==> src/rtl/uart_ctrl_pkg.sv <==
`default_nettype none
// +----------------------------------------------------------------------+
// | uart_ctrl_pkg : shared types and constants for the UART msg control  |
// | Revision      : 1.0                                                  |
// +----------------------------------------------------------------------+
package uart_ctrl_pkg;

  localparam int DEFAULT_DATA_W  = 8;
  localparam int DEFAULT_MSG_LEN = 20;

  typedef enum logic [1:0] {
    ST_IDLE = 2'd0,
    ST_SEND = 2'd1,
    ST_GAP  = 2'd2,
    ST_DONE = 2'd3
  } msg_state_t;

  // First character sits in the most significant byte.
  localparam logic [8*DEFAULT_MSG_LEN-1:0] DEFAULT_MSG =
    {"Hello ALINX AX309 ", 8'h0A, 8'h0D};

  function automatic logic [7:0] msg_byte(input int idx);
    logic [7:0] b;
    b = 8'h00;
    if (idx >= 0 && idx < DEFAULT_MSG_LEN)
      b = DEFAULT_MSG[8*(DEFAULT_MSG_LEN-1-idx) +: 8];
    return b;
  endfunction

endpackage
`default_nettype wire

==> src/rtl/uart_msg_ctrl_if.sv <==
`default_nettype none
// +----------------------------------------------------------------------+
// | uart_msg_ctrl_if : byte-level rx/tx handshake between UART and ctrl  |
// | Revision         : 1.0                                               |
// +----------------------------------------------------------------------+
interface uart_msg_ctrl_if
  import uart_ctrl_pkg::*;
#(
  parameter int DATA_W = DEFAULT_DATA_W
) ();

  logic              rdsig;
  logic [DATA_W-1:0] rxdata;
  logic              tx_busy;
  logic              wrsig;
  logic [DATA_W-1:0] txdata;

  modport master (
    input  rdsig,
    input  rxdata,
    input  tx_busy,
    output wrsig,
    output txdata
  );

  modport slave (
    output rdsig,
    output rxdata,
    output tx_busy,
    input  wrsig,
    input  txdata
  );

endinterface
`default_nettype wire

==> src/rtl/uart_msg_rom.sv <==
`default_nettype none
// +----------------------------------------------------------------------+
// | uart_msg_rom : combinational message byte lookup by index            |
// | Revision     : 1.0                                                   |
// +----------------------------------------------------------------------+
module uart_msg_rom
  import uart_ctrl_pkg::*;
#(
  parameter int DATA_W  = DEFAULT_DATA_W,
  parameter int MSG_LEN = DEFAULT_MSG_LEN,
  parameter int IDX_W   = (MSG_LEN > 1) ? $clog2(MSG_LEN) : 1
) (
  input  logic [IDX_W-1:0]  i_idx,
  output logic [DATA_W-1:0] o_data
);

  localparam int c_DEPTH = 2**IDX_W;

  logic [DATA_W-1:0] w_rom [c_DEPTH];

  // Entries past the message are unreachable but keep the index fully decoded.
  for (genvar gi = 0; gi < c_DEPTH; gi++) begin : g_rom
    assign w_rom[gi] = (gi < MSG_LEN) ? DATA_W'(msg_byte(gi)) : '0;
  end

  assign o_data = w_rom[i_idx];

endmodule
`default_nettype wire

==> src/rtl/uart_msg_ctrl.sv <==
`default_nettype none
// +----------------------------------------------------------------------+
// | uart_msg_ctrl : rx echo plus periodic/requested canned message tx    |
// | Revision      : 1.0                                                  |
// +----------------------------------------------------------------------+
module uart_msg_ctrl
  import uart_ctrl_pkg::*;
#(
  parameter int DATA_W      = DEFAULT_DATA_W,
  parameter int MSG_LEN     = DEFAULT_MSG_LEN,
  parameter int GAP_CYCLES  = 255,
  parameter int IDLE_CYCLES = 16384
) (
  input  logic            clk,
  input  logic            rst,
  uart_msg_ctrl_if.master bus,
  input  logic            echo_en,
  input  logic            msg_en,
  input  logic            msg_req,
  output logic            busy,
  output logic            msg_done,
  output logic            echo_ovf
);

  localparam int c_K_W = (MSG_LEN > 1) ? $clog2(MSG_LEN) : 1;
  localparam int c_G_W = (GAP_CYCLES > 1) ? $clog2(GAP_CYCLES) : 1;
  localparam int c_I_W = $clog2(IDLE_CYCLES);

  localparam logic [c_K_W-1:0] c_K_LAST    = c_K_W'(MSG_LEN - 1);
  localparam logic [c_G_W-1:0] c_GAP_LOAD  = c_G_W'(GAP_CYCLES - 1);
  localparam logic [c_I_W-1:0] c_IDLE_LAST = c_I_W'(IDLE_CYCLES - 1);

  msg_state_t        r_state;
  logic [c_K_W-1:0]  r_k;
  logic [c_G_W-1:0]  r_gap_cnt;
  logic [c_I_W-1:0]  r_idle_cnt;
  logic              r_pend;
  logic [DATA_W-1:0] r_buf;
  logic              r_wrsig;
  logic [DATA_W-1:0] r_txdata;
  logic              r_msg_done;
  logic              r_echo_ovf;

  logic              w_gap_zero;
  logic              w_rx_cap;
  logic              w_echo_go;
  logic              w_abort;
  logic              w_msg_go;
  logic              w_issue;
  logic              w_start;
  logic [DATA_W-1:0] w_rom_byte;

  uart_msg_rom #(
    .DATA_W  (DATA_W),
    .MSG_LEN (MSG_LEN),
    .IDX_W   (c_K_W)
  ) u_rom (
    .i_idx  (r_k),
    .o_data (w_rom_byte)
  );

  assign w_gap_zero = (r_gap_cnt == '0);
  assign w_rx_cap   = bus.rdsig & echo_en;
  assign w_echo_go  = r_pend & ~bus.tx_busy & w_gap_zero;
  assign w_abort    = w_rx_cap & ((r_state == ST_SEND) | (r_state == ST_GAP));
  // A pending echo always wins the slot, so the message byte waits for it.
  assign w_msg_go   = (r_state == ST_SEND) & ~w_abort & ~bus.tx_busy &
                      w_gap_zero & ~r_pend;
  assign w_issue    = w_echo_go | w_msg_go;
  assign w_start    = (r_state == ST_IDLE) & ~bus.rdsig &
                      (msg_req | ((r_idle_cnt == c_IDLE_LAST) & msg_en));

  always_ff @(posedge clk) begin
    if (rst) begin
      r_state    <= ST_IDLE;
      r_k        <= '0;
      r_gap_cnt  <= '0;
      r_idle_cnt <= '0;
      r_pend     <= 1'b0;
      r_buf      <= '0;
      r_wrsig    <= 1'b0;
      r_txdata   <= '0;
      r_msg_done <= 1'b0;
      r_echo_ovf <= 1'b0;
    end else begin
      r_wrsig    <= w_issue;
      r_msg_done <= 1'b0;
      r_echo_ovf <= w_rx_cap & r_pend & ~w_echo_go;

      if (w_echo_go)
        r_txdata <= r_buf;
      else if (w_msg_go)
        r_txdata <= w_rom_byte;

      if (w_rx_cap) begin
        r_buf  <= bus.rxdata;
        r_pend <= 1'b1;
      end else if (w_echo_go) begin
        r_pend <= 1'b0;
      end

      if (w_issue)
        r_gap_cnt <= c_GAP_LOAD;
      else if (!w_gap_zero)
        r_gap_cnt <= r_gap_cnt - c_G_W'(1);

      case (r_state)
        ST_IDLE: begin
          if (w_start) begin
            r_state <= ST_SEND;
            r_k     <= '0;
          end
        end
        ST_SEND: begin
          if (w_abort) begin
            r_state <= ST_IDLE;
            r_k     <= '0;
          end else if (w_msg_go) begin
            r_state <= ST_GAP;
          end
        end
        ST_GAP: begin
          if (w_abort) begin
            r_state <= ST_IDLE;
            r_k     <= '0;
          end else if (w_gap_zero) begin
            if (r_k != c_K_LAST) begin
              r_k     <= r_k + c_K_W'(1);
              r_state <= ST_SEND;
            end else begin
              r_state    <= ST_DONE;
              r_msg_done <= 1'b1;
            end
          end
        end
        ST_DONE: begin
          r_state <= ST_IDLE;
          r_k     <= '0;
        end
        default: begin
          r_state <= ST_IDLE;
          r_k     <= '0;
        end
      endcase

      // With msg_en low the timer simply wraps instead of starting a message.
      if (bus.rdsig || w_start || (r_state == ST_DONE))
        r_idle_cnt <= '0;
      else if ((r_state == ST_IDLE) && !r_pend)
        r_idle_cnt <= (r_idle_cnt == c_IDLE_LAST) ? '0 : r_idle_cnt + c_I_W'(1);
    end
  end

  assign bus.wrsig  = r_wrsig;
  assign bus.txdata = r_txdata;
  assign busy       = (r_state != ST_IDLE);
  assign msg_done   = r_msg_done;
  assign echo_ovf   = r_echo_ovf;

endmodule
`default_nettype wire

==> src/flat_wrapper.sv <==
// flat-port wrapper written by rule: the top's interface ports become plain ports
module uart_msg_ctrl_flat import uart_ctrl_pkg::*;
#(
  parameter int DATA_W      = DEFAULT_DATA_W,
  parameter int MSG_LEN     = DEFAULT_MSG_LEN,
  parameter int GAP_CYCLES  = 255,
  parameter int IDLE_CYCLES = 16384
)
  (clk, rst, echo_en, msg_en, msg_req, busy, msg_done, echo_ovf, bus_rdsig, bus_rxdata, bus_tx_busy, bus_wrsig, bus_txdata);
  uart_msg_ctrl_if #(.DATA_W(DATA_W)) bus_i ();
  input  logic clk;
  input  logic rst;
  input  logic echo_en;
  input  logic msg_en;
  input  logic msg_req;
  output logic busy;
  output logic msg_done;
  output logic echo_ovf;
  input wire logic [$bits(bus_i.rdsig)-1:0] bus_rdsig;
  input wire logic [$bits(bus_i.rxdata)-1:0] bus_rxdata;
  input wire logic [$bits(bus_i.tx_busy)-1:0] bus_tx_busy;
  output wire logic [$bits(bus_i.wrsig)-1:0] bus_wrsig;
  output wire logic [$bits(bus_i.txdata)-1:0] bus_txdata;
  assign bus_i.rdsig = bus_rdsig;
  assign bus_i.rxdata = bus_rxdata;
  assign bus_i.tx_busy = bus_tx_busy;
  assign bus_wrsig = bus_i.wrsig;
  assign bus_txdata = bus_i.txdata;
  uart_msg_ctrl #(.DATA_W(DATA_W), .MSG_LEN(MSG_LEN), .GAP_CYCLES(GAP_CYCLES), .IDLE_CYCLES(IDLE_CYCLES)) u_core (.clk(clk), .rst(rst), .bus(bus_i), .echo_en(echo_en), .msg_en(msg_en), .msg_req(msg_req), .busy(busy), .msg_done(msg_done), .echo_ovf(echo_ovf));
endmodule
==> config.mk <==
export PLATFORM = sky130hd
export DESIGN_NAME = uart_msg_ctrl_flat
export DESIGN_NICKNAME = d
export VERILOG_FILES = /design/src/rtl/uart_ctrl_pkg.sv /design/src/rtl/uart_msg_ctrl_if.sv /design/src/rtl/uart_msg_rom.sv /design/src/rtl/uart_msg_ctrl.sv /design/src/flat_wrapper.sv
export SDC_FILE = /design/constraint.sdc
export NUM_CORES = 1
export LEC_CHECK = 0
export ABC_CLOCK_PERIOD_IN_PS = 2500
export CELL_PAD_IN_SITES_DETAIL_PLACEMENT = 1
export CELL_PAD_IN_SITES_GLOBAL_PLACEMENT = 2
export CORE_MARGIN = 5
export CORE_UTILIZATION = 35
export CTS_BUF_LIST = sky130_fd_sc_hd__clkbuf_8
export CTS_CLUSTER_DIAMETER = 80
export DETAILED_ROUTE_END_ITERATION = 10
export GPL_ROUTABILITY_DRIVEN = 0
export MAX_ROUTING_LAYER = met4
export PLACE_DENSITY_LB_ADDON = 0.2
export RECOVER_POWER = 25
export REMOVE_ABC_BUFFERS = 1
export SYNTH_ARGS = -nofsm -noshare
export SYNTH_HDL_FRONTEND = slang
export SYNTH_SLANG_ARGS = --single-unit
==> constraint.sdc <==
create_clock -name clk -period 2.5 [get_ports clk]
set_clock_uncertainty 0.2 [all_clocks]
set_input_delay 0.25 -clock clk [delete_from_list [all_inputs] [get_ports clk]]
set_output_delay 0.25 -clock clk [all_outputs]
set_load 0.05 [all_outputs]
# [After elaboration in Yosys (flattened, before gate mapping)]
# Memories as Yosys holds them, arrays and structs flattened.
# Cells that the tools add are included.
[word_totals] ff_bits=49 mem_bits_ro=256 output_inout_bits=12 wordCells=88 n_memories=1
[mem_list] memory="(name not given)" words=32 width=8 read_ports=1 rd_ports_with_merged_regs=0 write_ports=0 line="uart_msg_rom.sv:26" rtl="assign o_data = w_rom[i_idx];"
[classes] n_addsub=3 magnitude_cmp=1 eq_ne=11 mux=23 n_bitwise=24 reduce_logical=14
[ops] op="$mux 8" count=6
[ops] op="$mux 5" count=5
[ops] op="$pmux 5 s4" count=1
[ops] op="$add 14x1->14 const B" count=1
[ops] op="$eq 14x14->1 const B" count=1
[ops] op="$mux 14" count=1
[ops] op="$and 1x1->1" count=13
[ops] op="$mux 2" count=6
[ops] op="$logic_not 8->1" count=1
[ops] op="$pmux 2 s4" count=1
[ops] op="$sub 8x1->8 const B" count=1
[ops] op="$not 1->1" count=7
[ops] op="$ge 6x6->1 const B" count=1
[ops] op="$ne 3x1->1 const B" count=2
[ops] op="$not 5->6" count=1
[ops] op="$reduce_bool 2->1" count=3
[ops] op="$add 5x1->5 const B" count=1
[ops] op="$ne 5x5->1 const B" count=1
[ops] op="$eq 2x2->1 const B" count=2
[ops] op="$ne 2x1->1 const B" count=2
[ops] op="$reduce_and 4->1" count=1
[ops] op="$reduce_or 2->1" count=2
[ops] op="$reduce_or 4->1" count=1
[ops] op="$mux 1" count=3
[ops] op="other kinds (9)" count=12

# [Longest topological paths before layout]
# Gate-level depths: netlist (run 1).
[logic_depth] depth_word=11 mapped_depth=9

# [Hierarchy]
# A second synthesis (run 1) with hierarchy kept.
[unflattened] hier_cells=321 hier_area_um2=2731.4
[modules_own_cells] mod="uart_msg_ctrl" n_inst=1 cells_per_inst=272 area_each_um2=2372.3 seq_area_each_um2=980.9
[modules_own_cells] mod="uart_msg_rom" n_inst=1 cells_per_inst=49 area_each_um2=359.1 seq_area_each_um2=0.0

# [Least setup slack after synthesis (run 1)]
# OpenSTA, ideal clock, no wires.
[synth_timing] path_kind="register to register" start="register u_core.r_gap_cnt[0]" end="register u_core.r_txdata[3], in the netlist u_core.bus.txdata[3]" setup_time_ns=0.138 arrival_time_ns=1.786 t_required_ns=2.162 setup_slack_ns=0.376 path_stages_with_launch=10 n_path_buf=2 path_cell_list="dfxtp_1 -> inv_1 -> ha_1 -> nor4b_4 -> nand2_2 -> or3_1 -> buf_2 -> buf_6 -> nand2_1 -> a21oi_1"
[synth_between] elab_chain_len=4
[synth_rtl] element="start: declaration" line="uart_msg_ctrl.sv:35" rtl="logic [c_G_W-1:0] r_gap_cnt;"
[synth_rtl] element="start signal: assignment" line="uart_msg_ctrl.sv:103" rtl="r_gap_cnt <= c_GAP_LOAD;"
[synth_rtl] element="start signal: assignment" line="uart_msg_ctrl.sv:105" rtl="r_gap_cnt <= r_gap_cnt - c_G_W'(1);"
[synth_rtl] element="$logic_not 8->1 (*)" line="uart_msg_ctrl.sv:62" rtl="assign w_gap_zero = (r_gap_cnt == '0);"
[synth_rtl] element="$and 1x1->1" line="uart_msg_ctrl.sv:67" rtl="assign w_msg_go = (r_state == ST_SEND) & ~w_abort & ~bus.tx_busy &"
[synth_rtl] element="$and 1x1->1" line="uart_msg_ctrl.sv:68" rtl="w_gap_zero & ~r_pend;"
[synth_rtl] element="$reduce_bool 2->1 (no source line)"
[synth_rtl] element="end signal: assignment" line="uart_msg_ctrl.sv:91" rtl="r_txdata <= r_buf;"
[synth_rtl] element="end signal: assignment" line="uart_msg_ctrl.sv:93" rtl="r_txdata <= w_rom_byte;"
[synth_rtl] element="end: declaration" line="uart_msg_ctrl.sv:40" rtl="logic [DATA_W-1:0] r_txdata;"
# Every way passes the cells marked *; elsewhere a longest branch is shown, timed or not.
# A chain may end at the register's enable or synchronous reset.

# [Worst setup path after layout (run 1)]
[layout_timing] start="register u_core.r_gap_cnt[0]" end="register u_core.r_txdata[7], in the netlist u_core.bus.txdata[7]"
# Same word-level chain as after synthesis.

==> flow_summary.toml, run 1 <==
[status]
run_status = "complete, no violations"

[clocking]
post_cts_buffers = 0
cts_inserted_buffers = 5
clock_latency_late_sink_ns = 0.31
maximum_clock_path_buffer_count = 2
tritoncts_num_sinks = 49
tritoncts = "done"
clk_root_buffer_cell = "sky130_fd_sc_hd__clkbuf_8"
cts_htree_levels = 2
hold_buffers = 0
cts_resized = 1
clk_transition_reported_paths_ns = 0.10

[floorplanning]
dieArea_um2 = 9444
pin_count = 27
fp.dieW_um = 97.18
die_height_um = 97.18
floorplan.core_area_um2 = 7331
site_rows = 31
effective_utilization_at_floorplan_pct = 36.29

[worst_hold_path]
hp-start = "u_core.bus.txdata[0]$_SDFFE_PP0P_"
timing.hold.worst.class = "reg -> reg"

[worst_setup_path]
beginning_of_the_critical_path = "u_core.r_gap_cnt[0]$_SDFFE_PP0P_"
critical-path-top-delay-family = "simple AND/OR/NAND/NOR gates"
setup.worst_path.start_class = "register"
timing.critical_path.required_ns = 2.50
path_max_fanout = 9
r2r_start = "u_core.r_gap_cnt[0]$_SDFFE_PP0P_"
timing.critical_path.cells = "inv_1 > ha_1 > nor4b_4 > nand2_1 > or3_1 > buf_4 > a22oi_1 > nor2_1"
critPathMaxStageDelay_ns = 0.43
cp.arrival_ns = 2.31
critPathCaptureType = "register"
cp_num_buf_inv = 2
cpMaxStageDelayCell = "sky130_fd_sc_hd__or3_1"
critPathKind = "reg -> reg"

[logic_synthesis]
post_synthesis_instance_area_um2 = 2660
syn_area_per_cell_um2 = 8.391
yosysSeqAreaShare_pct = 36.88
yosys_register_bits = 49
synth_async_sr_flop_share_pct = 0
synth-edff-count = 0
synth_ff_type = "sky130_fd_sc_hd__dfxtp_1"
synth.distinct_cells = 62
synth_warnings = 0
synthesis.instances = 317

[timing]
rsz0062_at_grt = "false"
post-route-period-util_pct = 92.58
post-route-min-period_ns = 2.314
maxSlewViolCount = 0
timing_worst_slew_pin_value_ns = 0.6917
setup-tns-final_ns = 0
timing.slew.headroom_pct = 53.46
whs_ns = 0.2558
max_clock_freq_mhz = 432.1
timing.final.hold_violations = 0
report.final.setup_viol = 0

[route]
detail_route.wl_per_cell_um = 16.18
drt_antenna_net_count = 0
vias = 2361
drt_pre_antenna_iters = 4
drt-vias-per-instance = 5.294
drt-total-wl_um = 7217
remaining_drc_errors = 0
first_iter_violations = 87

[global_routing]
maximum_number_of_pins_on_one_net_before_global_route_repair = 36
grt_pass1_vias = 2427
wire_length_of_the_first_global_routing_pass_um = 12000
grt_antenna_before_repair = 0
global_route.usage.total_pct = 15.78
grt.overflow.total = 0

[cells_and_area]
post_route_cells_drive_above_1_share_pct = 9.798
layoutNonFillerInstCount = 446
layout_common_cells = "sky130_fd_sc_hd__dfxtp_1, sky130_fd_sc_hd__nand2_1, sky130_fd_sc_hd__nor2_1"
final_net_count = 375
diodes = 0
mostFrequentLayoutCell = "sky130_fd_sc_hd__dfxtp_1"
postLayoutCellArea_um2 = 3148
area_delta_synth_final_pct = 18.34
finish.utilization_pct = 42.94

[placed_design]
port_buf_inserts = 26
placement.cell_area_um2 = 3060
place.detailed.instances = 438
dp_hpwl_um = 5372

[power]
leakagePower_nw = 1.111
vdd_ir_drop_max_uv = 233.1
power.density_nw_per_um2 = 718.3

[flow_run]
max_cap_viol_count = 0
-- registers in the layout, summed over array words and instances, names as in the netlist --
register and flops:
u_core.r_idle_cnt 14, u_core.bus.txdata 8, u_core.r_buf 8, u_core.r_gap_cnt 8
u_core.r_k 5, u_core.r_state 2, u_core.bus.wrsig 1, u_core.echo_ovf 1
u_core.msg_done 1, u_core.r_pend 1
-- path summary, 6_finish.rpt --
check / end / slack (ns) / cells past startpoint
hold / removal: u_core.bus.txdata[0]$_SDFFE_PP0P_ / 0.26 / 2
setup reg to reg: u_core.bus.txdata[7]$_SDFFE_PP0P_ / 0.19 / 8
hold reg to reg: u_core.bus.txdata[0]$_SDFFE_PP0P_ / 0.26 / 2
setup / recovery: u_core.bus.txdata[7]$_SDFFE_PP0P_ / 0.19 / 8
-- cells by family (layout without fill, tap and decap cells) --
logic type / count (synthesis) / count (layout) / share of synthesized area (%)
compound gates: 70 / 70 / 18.86
xor+xnor: 14 / 14 / 4.609
fa+ha+maj: 14 / 14 / 6.585
buf+inv: 30 / 60 / 4.609
flops: 49 / 49 / 36.88
mux: 8 / 8 / 3.151
simple gates: 132 / 132 / 25.31
-- worst register-to-register path, delay by kind of cell, from the launching register on --
family	cells	cell delay, ns
and+or+nand+nor	4	0.97
DFF	1	0.32
buffers and inverters	2	0.27
adders and majority gates	1	0.25
AOI/OAI and AO/OA	1	0.19
-- area by class of cell --
| cell class | count | area, um2 |
|---|---|---|
| well taps | 99 | 123.9 |
| multi-input cells | 238 | 1554 |
| repair buffers | 37 | 341.6 |
| fillers | 896 | 4183 |
| flip-flops and latches | 49 | 980.9 |
| clock buffers | 5 | 68.82 |
| inverters | 15 | 56.30 |
| clock inverters | 3 | 22.52 |
-- synth_stat cells, drive strengths merged (3+ instances only) --
cell | n | area share (%)
nand4 | 4 | 0.94
a31oi | 3 | 1.2
and2 | 5 | 1.2
o21ai | 7 | 1.3
ha | 14 | 6.6
mux2 | 3 | 1.3
buf | 4 | 0.94
xor2 | 4 | 1.3
nand3b | 3 | 0.85
xnor2 | 10 | 3.3
clkbuf | 11 | 1.6
o211ai | 7 | 2.0
mux2i | 5 | 1.9
a21oi | 27 | 5.6
nor3 | 9 | 2.3
nand3 | 13 | 2.4
or3 | 5 | 1.2
inv | 14 | 2.0
o311ai | 4 | 1.3
nor2 | 30 | 4.2
dfxtp | 49 | 37
nand2 | 45 | 6.4
-- stage by stage --
step	power, W	setup WS (ns)
global placement	0.001780	0.2842
detailed placement	0.001798	0.1417
floorplan	0.001544	0.2879
global route	0.002404	0.06025
CTS	0.002300	0.2380
finish	0.002261	0.1856
-- where the power goes --
part,total (W),leakage [nW],switching [W],internal [W]
clock network,0.000494,0.0481,0.000294,0.000199
registers,0.000940,0.398,0.0000823,0.000857
logic,0.000828,0.665,0.000495,0.000333
-- routing by layer --
metal	part of all wire, %	global-route usage (%)	vias to the layer above
li1	-	-	1183
met1	49	20.19	1139
met2	47	25.64	32
met3	2.6	2.441	7
met4	1.1	4.860	0
met5	0	-	-
Power figures use the tool's default switching activity.
==> run 2: changes to the inputs <==
CELL_PAD_IN_SITES_DETAIL_PLACEMENT = 2   (was 1)
PLACE_DENSITY_LB_ADDON = 0.1   (was 0.2)
==> run 2 against run 1 <==
- sequential share of layout area down 0.062 points
- critical path depth unchanged
- cell area up 0.20%
- critical path type unchanged
- sequential power about the same
- routed wire length up 6.7%
- count of clock-buffer cells in the layout unchanged
- utilization up 0.085 points
- first-iteration DRC count down 14%
- largest power group unchanged
- register-to-register slack better by 0.03 ns
- global-route usage up 1.6 points
==> flow_summary.toml, run 2 (synthesis results as in run 1) <==
[floorplanning]
site_rows = 31
floorplan.core_area_um2 = 7331
effective_utilization_at_floorplan_pct = 36.29
die_height_um = 97.18
pin_count = 27
fp.dieW_um = 97.18
dieArea_um2 = 9444

[clocking]
hold_buffers = 0
post_cts_buffers = 0
maximum_clock_path_buffer_count = 2
tritoncts = "done"
clk_root_buffer_cell = "sky130_fd_sc_hd__clkbuf_8"
clock_latency_late_sink_ns = 0.31
tritoncts_num_sinks = 49
cts_htree_levels = 2
clk_transition_reported_paths_ns = 0.10
cts_inserted_buffers = 5

[timing]
report.final.setup_viol = 0
max_clock_freq_mhz = 437.1
timing.final.hold_violations = 0
timing.slew.headroom_pct = 50.55
setup-tns-final_ns = 0
timing_worst_slew_pin_value_ns = 0.7407
post-route-min-period_ns = 2.288
rsz0062_at_grt = "false"
post-route-period-util_pct = 91.51
maxSlewViolCount = 0

[placed_design]
port_buf_inserts = 26
placement.cell_area_um2 = 3060
dp_hpwl_um = 5821

[global_routing]
maximum_number_of_pins_on_one_net_before_global_route_repair = 36
global_route.usage.total_pct = 17.34
grt_pass1_vias = 2646
grt.overflow.total = 0
grt_antenna_before_repair = 0
wire_length_of_the_first_global_routing_pass_um = 13170

[worst_setup_path]
path_max_fanout = 5
setup.worst_path.start_class = "register"
critPathKind = "reg -> reg"
critPathMaxStageDelay_ns = 0.32
cpMaxStageDelayCell = "sky130_fd_sc_hd__dfxtp_1"
timing.critical_path.cells = "inv_1 > ha_1 > nor4b_4 > buf_4 > and2_1 > a41oi_1 > o311ai_1 > o41ai_2"
timing.critical_path.required_ns = 2.49
cp.arrival_ns = 2.27
critPathCaptureType = "register"

[cells_and_area]
diodes = 0
n_fill_cell = 824
number_of_flip_flops_in_the_largest_register = 14
area_occupied_by_multi_input_gates_um2 = 1562
postLayoutCellArea_um2 = 3154
mostFrequentLayoutCell = "sky130_fd_sc_hd__dfxtp_1"
layout_common_cells = "sky130_fd_sc_hd__dfxtp_1, sky130_fd_sc_hd__nand2_1, sky130_fd_sc_hd__nor2_1"
final_net_count = 375
area_delta_synth_final_pct = 18.58
largest_register = "u_core.r_idle_cnt"
area_used_by_sequential_logic_in_the_layout_um2 = 980.9
post_route_cells_drive_above_1_share_pct = 9.798

[power]
power.share.sequential_pct = 40.8
power.density_nw_per_um2 = 729.9
power.share.switching_pct = 38.75
internal-power_w = 0.001410
switching_power_w = 0.0008920
vdd_ir_drop_max_uv = 304.7
power.share.combinational_pct = 38.4
clock_power_share_pct = 20.9
leakagePower_nw = 1.131

[route]
drt_antenna_net_count = 0
first_iter_violations = 75
detail_route.wl_per_cell_um = 17.26
vias = 2424
remaining_drc_errors = 0
drt_pre_antenna_iters = 4
drt-vias-per-instance = 5.435
drt-total-wl_um = 7698

[status]
run_status = "complete, no violations"

[flow_run]
max_cap_viol_count = 0

[worst_hold_path]
timing.hold.worst.class = "reg -> reg"
==> run 2: cell type report <==
| class | count | area share [%] |
|---|---|---|
| clock inverters | 3 | 0.5553 |
| clock buffers | 5 | 2.182 |
| flip-flops and latches | 49 | 31.10 |
| well taps | 99 | 3.927 |
| multi-input cells | 238 | 49.50 |
| repair buffers | 37 | 10.95 |
| inverters | 15 | 1.785 |
==> run 2: worst paths after layout <==
kind,start,end,slack [ns],cells after the start
setup / recovery,u_core.r_gap_cnt[0]$_SDFFE_PP0P_,u_core.r_k[4]$_SDFFE_PP0P_,0.21,8
hold / removal,u_core.bus.txdata[4]$_SDFFE_PP0P_,u_core.bus.txdata[4]$_SDFFE_PP0P_,0.26,2
setup reg to reg,u_core.r_gap_cnt[0]$_SDFFE_PP0P_,u_core.r_k[4]$_SDFFE_PP0P_,0.21,8
hold reg to reg,u_core.bus.txdata[4]$_SDFFE_PP0P_,u_core.bus.txdata[4]$_SDFFE_PP0P_,0.26,2
==> run 2: critical path, delay by kind of cell, from the launching register on <==
family	cells	cell delay (ns)
AOI/OAI and AO/OA	3	0.59
adders and majority gates	1	0.25
buffers and inverters	2	0.27
DFF	1	0.32
and+or+nand+nor	2	0.54
==> run 2: what timing repair did <==
item | in CTS | in global routing
gates resized for setup | 0 | 2
setup endpoints to repair | 0 | 2
hold endpoints to repair | 0 | 0
==> run 2: metrics by stage <==
| stage | setup WS (ns) | instances | total power [W] | util (%) | hold slack (ns) |
|---|---|---|---|---|---|
| floorplan | 0.2879 | 302 | 0.001544 | - | 0.1124 |
| global placement | 0.2961 | 438 | 0.001796 | 41.75 | 0.2426 |
| detailed placement | 0.1523 | 438 | 0.001831 | 41.75 | 0.2558 |
| CTS | 0.06347 | 446 | 0.002320 | 42.93 | 0.2660 |
| global route | 0.01624 | 446 | 0.002467 | 43.03 | 0.2811 |
| finish | 0.2122 | 446 | 0.002302 | 43.03 | 0.2621 |
==> run 2: per-layer routing <==
layer | wire (um) | up-vias | part of all wire, % | GRT usage, %
met5 | 0 | - | 0 | -
li1 | - | 1187 | - | -
met3 | 137 | 10 | 1.8 | 2.943
met2 | 3701 | 21 | 48 | 28.82
met1 | 3765 | 1206 | 49 | 22.15
met4 | 93 | 0 | 1.2 | 3.780
==> run 2: power groups by stage <==
stage	Sequential (W)	Clock (W)	Combinational [W]
6_report	0.000938	0.000481	0.000883
5_1_grt	0.000952	0.000536	0.000978
4_1_cts	0.000940	0.000494	0.000886
3_5_place_dp	0.000957	0	0.000873
3_3_place_gp	0.000955	0	0.000842
2_1_floorplan	0.000965	0	0.000579
==> run 3: changes to the inputs <==
SETUP_SLACK_MARGIN = 0.2   (was unset)
==> run 3 against run 2 <==
- cell area is 1.5% higher
- utilization grew 0.63 points
- sequential share of layout area shrank 0.33 points
- non-clock buffer count up 2
- sequential power about the same
- register-to-register slack better by 0.14 ns
- count of clock-buffer cells in the layout unchanged
- routed wire length is 0.13% lower
- global-route usage unchanged
- critical path type unchanged
- highest routed layer unchanged
==> flow_summary.toml, run 3 (synthesis results as in run 1) <==
[status]
run_status = "complete, no violations"

[timing]
maxSlewViolCount = 0
post-route-period-util_pct = 85.78
rsz0062_at_grt = "false"
post-route-min-period_ns = 2.144
setup-tns-final_ns = 0
timing.final.hold_violations = 0
timing_worst_slew_pin_value_ns = 0.5104
timing.slew.headroom_pct = 65.87
max_clock_freq_mhz = 466.3
worst_slack_ns = 0.3556
report.final.setup_viol = 0

[global_routing]
grt.overflow.total = 0
wire_length_of_the_first_global_routing_pass_um = 13190
global_route.usage.total_pct = 17.34
maximum_number_of_pins_on_one_net_before_global_route_repair = 36
grt_pass1_vias = 2645
grt_antenna_before_repair = 0

[placed_design]
port_buf_inserts = 26
placement.cell_area_um2 = 3060
pre_cts_slack_ns = 0.1523
dp_hpwl_um = 5821

[power]
power.density_nw_per_um2 = 737.9
leakagePower_nw = 1.130
vdd_ir_drop_max_uv = 285.9

[cells_and_area]
final_net_count = 377
area_delta_synth_final_pct = 20.32
finish.utilization_pct = 43.66
postLayoutCellArea_um2 = 3201
largest_register = "u_core.r_idle_cnt"
layout_common_cells = "sky130_fd_sc_hd__dfxtp_1, sky130_fd_sc_hd__nand2_1, sky130_fd_sc_hd__nor2_1"
diodes = 0
mostFrequentLayoutCell = "sky130_fd_sc_hd__dfxtp_1"
n_fill_cell = 814
post_route_cells_drive_above_1_share_pct = 12.89
number_of_flip_flops_in_the_largest_register = 14

[clocking]
maximum_clock_path_buffer_count = 2
tritoncts_num_sinks = 49
clk_transition_reported_paths_ns = 0.09
tritoncts = "done"
clock_latency_late_sink_ns = 0.31
clk_root_buffer_cell = "sky130_fd_sc_hd__clkbuf_8"
cts_htree_levels = 2
cts_inserted_buffers = 5

[floorplanning]
pin_count = 27
floorplan.core_area_um2 = 7331
dieArea_um2 = 9444
fp.dieW_um = 97.18
effective_utilization_at_floorplan_pct = 36.29
die_height_um = 97.18
site_rows = 31

[route]
drt-total-wl_um = 7688
vias = 2426
drt-vias-per-instance = 5.415
drt_pre_antenna_iters = 4
first_iter_violations = 68
drt_antenna_net_count = 0
remaining_drc_errors = 0
detail_route.wl_per_cell_um = 17.16

[worst_setup_path]
cp.arrival_ns = 2.19
timing.critical_path.cells = "inv_1 > ha_1 > and3_1 > a311o_1 > o21ai_1 > mux2_1 > nor2_1"
timing.critical_path.required_ns = 2.54
cpMaxStageDelayCell = "sky130_fd_sc_hd__dfxtp_1"
setup.worst_path.start_class = "register"
critPathMaxStageDelay_ns = 0.37
critPathCaptureType = "register"
critPathKind = "reg -> reg"
path_max_fanout = 4

[worst_hold_path]
timing.hold.worst.class = "reg -> reg"

[flow_run]
max_cap_viol_count = 0
run 3: critical path, delay by kind of cell (launching register included):
kind / cells / cell delay (ns)
flip-flops: 1 / 0.37
AND/OR/NAND/NOR: 2 / 0.31
multiplexers: 1 / 0.36
AO/OA/AOI/OAI: 2 / 0.44
adder cells (fa/ha/maj): 1 / 0.31
buffers and inverters: 1 / 0.10
run 3: layer usage:
| metal | vias up | wire length (um) | GRT usage, % |
|---|---|---|---|
| met5 | - | 0 | - |
| met4 | 0 | 81 | 3.780 |
| met3 | 9 | 173 | 2.943 |
| met2 | 23 | 3696 | 28.61 |
| met1 | 1208 | 3737 | 22.32 |
| li1 | 1186 | - | - |
run 3: through the flow:
| stage | instances | hold WS [ns] | total power [W] |
|---|---|---|---|
| after floorplan | 302 | 0.1124 | 0.001544 |
| after global routing | 448 | 0.2811 | 0.002522 |
| after global placement | 438 | 0.2426 | 0.001796 |
| after detailed placement | 438 | 0.2558 | 0.001831 |
| after CTS | 446 | 0.2660 | 0.002330 |
| final | 448 | 0.2580 | 0.002362 |
run 3: worst paths after layout:
| path | start | end | slack [ns] | depth (start not counted) |
|---|---|---|---|---|
| min reg2reg | u_core.bus.txdata[4]$_SDFFE_PP0P_ | u_core.bus.txdata[4]$_SDFFE_PP0P_ | 0.26 | 2 |
| max | u_core.r_state[0]$_SDFFE_PP0P_ | u_core.r_state[0]$_SDFFE_PP0P_ | 0.36 | 7 |
| min | u_core.bus.txdata[4]$_SDFFE_PP0P_ | u_core.bus.txdata[4]$_SDFFE_PP0P_ | 0.26 | 2 |
| max reg2reg | u_core.r_state[0]$_SDFFE_PP0P_ | u_core.r_state[0]$_SDFFE_PP0P_ | 0.36 | 7 |
run 3: layout make-up:
cell class	count	area, um2	area share [%]
Clock buffer	5	68.82	2.150
Sequential cell	49	984.7	30.77
Tap cell	99	123.9	3.870
Clock inverter	3	17.52	0.5473
Inverter	15	56.30	1.759
Multi-Input combinational cell	238	1593	49.77
Timing Repair Buffer	39	356.6	11.14
run 3: report_power, final:
part           switching [W]  internal [W]  total (W)
combinational       0.000540      0.000400   0.000940
clock               0.000287      0.000196   0.000483
sequential         0.0000813      0.000858   0.000939
run 3: repair_timing:
item | 4_1_cts | 5_1_grt
endpoints found under the hold margin | 0 | 0
pin swaps | 0 | 1
endpoints found under the setup margin | 2 | 23
buffers inserted | 0 | 2
hold buffers | 0 | 0
gates resized for setup | 3 | 11
